$ cat config.mk
export PLATFORM = sky130hd
export DESIGN_NAME = pipe_stage_skid
export DESIGN_NICKNAME = d
export VERILOG_FILES = /design/src/rtl/pipe_stage_skid.sv
export SDC_FILE = /design/constraint.sdc
export NUM_CORES = 1
export LEC_CHECK = 0
export ABC_AREA = 1
export BUFFER_PORTS_ARGS = -buffer_cell sky130_fd_sc_hd__clkbuf_2
export CORE_UTILIZATION = 45
export CTS_BUF_LIST = sky130_fd_sc_hd__clkbuf_4
export CTS_CLUSTER_SIZE = 40
export DETAILED_ROUTE_END_ITERATION = 10
export GPL_TIMING_DRIVEN = 0
export PLACE_DENSITY_LB_ADDON = 0.1
export SLEW_MARGIN = 25
export SYNTH_ARGS = -nofsm -noshare
export SYNTH_HDL_FRONTEND = slang
export SYNTH_SLANG_ARGS = --single-unit
$ cat constraint.sdc
create_clock -name clk -period 1.8 [get_ports clk]
set_input_delay 0.09 -clock clk [delete_from_list [all_inputs] [get_ports clk]]
set_output_delay 0.09 -clock clk [all_outputs]
set_load 0.03 [all_outputs]
$ cat src/rtl/pipe_stage_skid.sv
// Pipeline register stage with a ready/valid handshake and a one-entry skid buffer.
// Carries PC, instruction and control bits; supports flush, hazard stall and a stall counter.
module pipe_stage_skid #(
    parameter int unsigned     PC_W     = 32,
    parameter int unsigned     IR_W     = 32,
    parameter int unsigned     CTRL_W   = 8,
    parameter logic [IR_W-1:0] NOP_IR   = 32'h83FFF800,
    parameter logic [PC_W-1:0] RESET_PC = 32'h00000000,
    parameter int unsigned     CNT_W    = 16
) (
    input  logic              clk,
    input  logic              rst_n,
    input  logic              in_valid,
    output logic              in_ready,
    input  logic [PC_W-1:0]   in_pc,
    input  logic [IR_W-1:0]   in_ir,
    input  logic [CTRL_W-1:0] in_ctrl,
    output logic              out_valid,
    input  logic              out_ready,
    output logic [PC_W-1:0]   out_pc,
    output logic [IR_W-1:0]   out_ir,
    output logic [CTRL_W-1:0] out_ctrl,
    input  logic              stall,
    input  logic              flush,
    output logic [CNT_W-1:0]  stall_cnt,
    input  logic              clr_cnt
);

    logic              m_valid_r, m_valid_s;
    logic [PC_W-1:0]   m_pc_r, m_pc_s;
    logic [IR_W-1:0]   m_ir_r, m_ir_s;
    logic [CTRL_W-1:0] m_ctrl_r, m_ctrl_s;
    logic              s_valid_r, s_valid_s;
    logic [PC_W-1:0]   s_pc_r, s_pc_s;
    logic [IR_W-1:0]   s_ir_r, s_ir_s;
    logic [CTRL_W-1:0] s_ctrl_r, s_ctrl_s;
    logic [CNT_W-1:0]  cnt_r, cnt_s;
    logic              in_fire_s;
    logic              take_s;

    // in_ready is the inverted skid valid flop, so it never depends on out_ready or stall
    assign in_ready  = ~s_valid_r;
    assign in_fire_s = in_valid & ~s_valid_r;
    assign take_s    = m_valid_r & out_ready & ~stall;

    assign out_valid = m_valid_r;
    assign out_pc    = m_pc_r;
    assign out_ir    = m_ir_r;
    assign out_ctrl  = m_ctrl_r;
    assign stall_cnt = cnt_r;

    // Next-state for main and skid registers: flush first, then refill M from S before new input
    always_comb begin
        m_valid_s = m_valid_r;
        m_pc_s    = m_pc_r;
        m_ir_s    = m_ir_r;
        m_ctrl_s  = m_ctrl_r;
        s_valid_s = s_valid_r;
        s_pc_s    = s_pc_r;
        s_ir_s    = s_ir_r;
        s_ctrl_s  = s_ctrl_r;
        if (flush) begin
            m_valid_s = 1'b0;
            s_valid_s = 1'b0;
            m_ir_s    = NOP_IR;
            m_ctrl_s  = {CTRL_W{1'b0}};
        end else if (!m_valid_r || take_s) begin
            if (s_valid_r) begin
                m_valid_s = 1'b1;
                m_pc_s    = s_pc_r;
                m_ir_s    = s_ir_r;
                m_ctrl_s  = s_ctrl_r;
                s_valid_s = 1'b0;
            end else if (in_fire_s) begin
                m_valid_s = 1'b1;
                m_pc_s    = in_pc;
                m_ir_s    = in_ir;
                m_ctrl_s  = in_ctrl;
            end else begin
                m_valid_s = 1'b0;
            end
        end else if (in_fire_s) begin
            s_valid_s = 1'b1;
            s_pc_s    = in_pc;
            s_ir_s    = in_ir;
            s_ctrl_s  = in_ctrl;
        end else begin
            s_valid_s = s_valid_r;
        end
    end

    // Saturating stall counter; clear beats increment, flush leaves it alone
    always_comb begin
        cnt_s = cnt_r;
        if (clr_cnt) begin
            cnt_s = {CNT_W{1'b0}};
        end else if (m_valid_r && stall && (cnt_r != {CNT_W{1'b1}})) begin
            cnt_s = cnt_r + {{(CNT_W-1){1'b0}}, 1'b1};
        end else begin
            cnt_s = cnt_r;
        end
    end

    // State registers
    always_ff @(posedge clk or negedge rst_n) begin
        if (!rst_n) begin
            m_valid_r <= 1'b0;
            m_pc_r    <= RESET_PC;
            m_ir_r    <= NOP_IR;
            m_ctrl_r  <= {CTRL_W{1'b0}};
            s_valid_r <= 1'b0;
            s_pc_r    <= {PC_W{1'b0}};
            s_ir_r    <= {IR_W{1'b0}};
            s_ctrl_r  <= {CTRL_W{1'b0}};
            cnt_r     <= {CNT_W{1'b0}};
        end else begin
            m_valid_r <= m_valid_s;
            m_pc_r    <= m_pc_s;
            m_ir_r    <= m_ir_s;
            m_ctrl_r  <= m_ctrl_s;
            s_valid_r <= s_valid_s;
            s_pc_r    <= s_pc_s;
            s_ir_r    <= s_ir_s;
            s_ctrl_r  <= s_ctrl_s;
            cnt_r     <= cnt_s;
        end
    end

endmodule

# Word-level counts from Yosys, hierarchy flattened
# Cells that the tools add are included.
totals:
  output_inout_bits: 90
  ff_bits: 162
classes:
  bitwise_logic: 7
  n_mux: 19
  n_addsub: 1
  n_reduce_logical: 12
  eq_ne: 1
op_table:
  columns: ["cell", "n"]
  rows:
  - ["two-way mux 32 bit", 6]
  - ["two-way mux 16 bit", 2]
  - ["two-way mux 8 bit", 4]
  - ["adder 16 x 1 -> 16 bit (second input constant)", 1]
  - ["!= test 16 bit (second input constant)", 1]
  - ["two-way mux 1 bit", 7]
  - ["AND reduction 3 bit", 2]
  - ["nonzero test 2 bit", 3]
  - ["nonzero test 3 bit", 2]
  - ["NOT 1 bit", 4]
  - ["AND 1 bit", 3]
  - ["logical AND 1 bit", 2]
  - ["AND reduction 2 bit", 1]
  - ["zero test 1 bit", 1]
  - ["logical OR 1 bit", 1]

# Longest topological paths before layout
logic_depth:
  word_depth: 6
  mapped_depth: 9
  mapped_depth_nobuf: 9

# Worst setup path before layout
# Ideal clock, no wire load.
synth_path:
  kind: "register to register"
  from: "reg cnt_r[1], in the netlist stall_cnt[1]"
  to: "reg cnt_r[9], in the netlist stall_cnt[9]"
  path_stages_with_launch: 10
  arrival_time_ns: 1.557
  setup_slack_ns: 0.125
  t_required_ns: 1.682
  cell_sequence: "dfrtp_1 -> ha_1 -> nand2_1 -> nor2_2 -> nand2_2 -> o21ai_2 -> buf_4 -> nand2_4 -> nand2_1 -> nand2_1"
synth_between:
  elab_chain_cells: 3
  word_cells_on_any_way: 6
  cone_classes: "1 x add/sub; 1 x eq/ne; 2 x mux; 2 x reduce/logical"
synth_rtl:
  columns: ["item", "line_no", "rtl"]
  rows:
  - ["from (decl)", "37", "logic [CNT_W-1:0] cnt_r, cnt_s;"]
  - ["from (signal assigned)", "115", "cnt_r <= {CNT_W{1'b0}};"]
  - ["from (signal assigned)", "125", "cnt_r <= cnt_s;"]
  - ["adder 16 x 1 -> 16 bit or != test 16 bit (tied branches)", "98, 97", null]
  - ["two-way mux 16 bit or logical AND 1 bit (tied branches)", "97", "end else if (m_valid_r && stall && (cnt_r != {CNT_W{1'b1}})) begin"]
  - ["two-way mux 16 bit or nonzero test 2 bit (tied branches)", null, null]
# Several ways; a longest one is shown, not always the timed one. The select of a mux whose other input is x is not followed.
# A chain may end at the register's enable or synchronous reset.

# Worst setup path after layout
layout_path:
  from: "reg s_valid_r"
  to: "out in_ready"
layout_between:
  elab_chain_cells: 1
layout_rtl:
  columns: ["item", "line_no", "rtl"]
  rows:
  - ["from (decl)", "33", "logic s_valid_r, s_valid_s;"]
  - ["from (signal assigned)", "121", "s_valid_r <= s_valid_s;"]
  - ["NOT 1 bit", "42", "assign in_ready = ~s_valid_r;"]
  - ["to (decl)", "14", "output logic in_ready,"]
# Every way passes these cells.

==> results.toml <==
[final_layout]
mostFrequentLayoutCell = "nand2_1"
regArea_sq_um = 4070
multi_input_area_sq_um = 2770
synthToLayoutAreaGrowth_pct = 30.9
layout.nets = 1220
final_cell_mix = "nand2_1, clkbuf_2, dfrtp_1"
fill_cells = 1516
drive_gt1_frac = 0.233

[grt]
overflow = 0
grt_start_max_net_pins = 74
grt_antenna_before_repair = 1
grt_usage = 0.250
grt_pass1_vias = 6268
grt_pass1_wl_um = 32000

[sta]
min_period_over_period = 0.934
tns_ps = 0
skew_ps = 16.4
rsz0062_at_grt = "false"
fmax_mhz = 595
final_hold_viol_count = 0
relSlewSlack = 0.562
setup_ws_ps = 118
min_period_ps = 1680
worst_slew_pin_slew_ps = 658
setup_viol = 0
finalMaxSlewViolations = 0

[logic_synthesis]
seq_area_frac_synth = 0.559
synth_warnings = 0
synth_cell_types = 29
avgSynthCellArea_sq_um = 8.35
synth_nets = 953
synth_cells = 873
async_reset_ff_frac = 1.00
ys.flop_type = "dfrtp_1"
synthesis.area_sq_um = 7290
ys_ff_latch = 162
synth-edff-count = 0

[placement]
pre_cts_ws_ps = -15.1
port_buffers = 168
place.gp.congestion = 0.812
dp_hpwl_um = 13400

[run_status]
status = "finished clean"

[pwr]
leakagePower_nw = 4.98
ir_worst_vdd_mv = 0.515
powerDensity_nw_per_um2 = 926

[clocking]
htreeDepth = 4
clk_pin_slew_ps = 140
postCtsSetupBuffers = 0
clock-sinks = 162
cts-root-buf = "clkbuf_4"
clk_latency_ps = 580
numCtsBuffers = 17
cts_tree = "done"
max-clock-path-buffers = 2

[critical_path]
critPathMaxFanout = 19
cp.arrival_ps = 1590
end_kind = "output pin"
path_cells = "buf_2 -> inv_6 -> buf_12 -> clkbuf_4"
cpPeakStageDelay_ps = 380
required_ps = 1710
start_kind = "flop"
worst-setup-path-type = "reg2out"
slowest_stage = "dfrtp_1"

[floorplanning]
die_x_um = 129
fp-row-count = 46
start_util = 0.460
coreArea_sq_um = 15800
dieArea_sq_um = 16700
ioPinCount = 169
die_h_um = 129

[worst_hold_path]
hold_path.class = "in2async"

[routing]
drt_pre_antenna_iters = 4
wirelength_um = 20000
wl_per_cell_um = 14.6
vias_per_cell = 4.87
drc = 0
num_vias = 6673
drtIter0Drc = 404
postRouteAntennaNets = 0

[flow_run]
max_cap_violations = 0
## Yosys cell counts (2+ instances only)
| cell | instances | share of area |
|---|---|---|
| a21oi_1 | 28 | 0.019 |
| a31oi_1 | 3 | 0.0026 |
| buf_1 | 3 | 0.0015 |
| buf_2 | 17 | 0.012 |
| buf_4 | 10 | 0.010 |
| clkbuf_1 | 20 | 0.010 |
| dfrtp_1 | 146 | 0.50 |
| dfstp_2 | 16 | 0.058 |
| inv_1 | 47 | 0.024 |
| inv_2 | 6 | 0.0031 |
| mux2i_1 | 5 | 0.0069 |
| nand2_1 | 263 | 0.14 |
| nand2_2 | 2 | 0.0017 |
| nand3_1 | 63 | 0.043 |
| nand4_1 | 3 | 0.0026 |
| nor2_1 | 112 | 0.058 |
| nor2_2 | 5 | 0.0043 |
| nor2_4 | 3 | 0.0046 |
| o21ai_0 | 20 | 0.014 |
| o21ai_1 | 57 | 0.039 |
| o31ai_1 | 32 | 0.033 |
| xor2_1 | 5 | 0.0060 |
## per-stage QoR
stage	cell area (sq um)	hold slack, ps	power [mW]	instances	util
finish	9540	57.9	8.84	1370	0.603
global route	9540	39.4	9.35	1370	0.603
CTS	9510	15.7	8.90	1369	0.601
detailed placement	8460	10.7	6.80	1259	0.535
global placement	8400	340	6.74	1257	0.531
floorplan	7290	-206	6.06	873	-
## what timing repair did
| item | 4_1_cts | 5_1_grt |
|---|---|---|
| endpoints found under the setup margin | 11 | 11 |
| hold buffers | 79 | 0 |
| resized for setup | 6 | 11 |
| hold endpoints to repair | 306 | 0 |
## sequential cells by signal, indices dropped and copies added, names as in the netlist
name,cells
stall_cnt,16
out_ir,32
out_ctrl,8
s_ir_r,32
s_valid_r,1
out_pc,32
out_valid,1
s_pc_r,32
s_ctrl_r,8
## final timing paths
check / slack, ps / start / endpoint / cells after the start
max: 120 / s_valid_r / in_ready / 4
min: 60 / rst_n / stall_cnt[8] / 3
max reg2reg: 150 / out_valid / s_ir_r[19] / 7
min reg2reg: 480 / s_ir_r[26] / s_ir_r[26] / 2
max in group asynchronous: 1330 / rst_n / out_ir[12] / 3
min in group clk: 160 / out_ready / out_ir[24] / 7
## cell type report
type | instances | share of cell area
well taps | 216 | 0.0283
plain buffers | 49 | 0.0283
flip-flops and latches | 162 | 0.427
inverters | 53 | 0.0214
clock buffers | 17 | 0.0134
multi-input cells | 608 | 0.291
repair buffers | 249 | 0.179
diodes | 1 | 0.000262
clock inverters | 15 | 0.0115
## per-layer routing
layer / routed length [um] / global-route usage / vias up
met4: 323 / 0.0900 / 0
li1: - / - / 3354
met5: 0 / 0 / -
met3: 860 / 0.0471 / 24
met1: 9260 / 0.341 / 3122
met2: 9540 / 0.401 / 173
## worst max-delay path: cells and delay by family (launching register included)
family	cells	cell delay, ps
buf+inv	4	640
flops	1	380
## power breakdown
part	switching (mW)	total [mW]	internal, mW
Sequential	0.382	4.75	4.37
Combinational	1.36	2.13	0.768
Clock	1.41	1.96	0.557
## cell families after synthesis
| group | count (synthesis) | synth area share |
|---|---|---|
| buffers and inverters | 103 | 0.0611 |
| adders and majority gates | 1 | 0.00172 |
| muxes | 5 | 0.00687 |
| and+or+nand+nor | 454 | 0.253 |
| DFF | 162 | 0.559 |
| xor gates and xnor gates | 6 | 0.00721 |
| AOI/OAI and AO/OA | 142 | 0.111 |
Note: power is estimated with default switching activity, not from simulation.
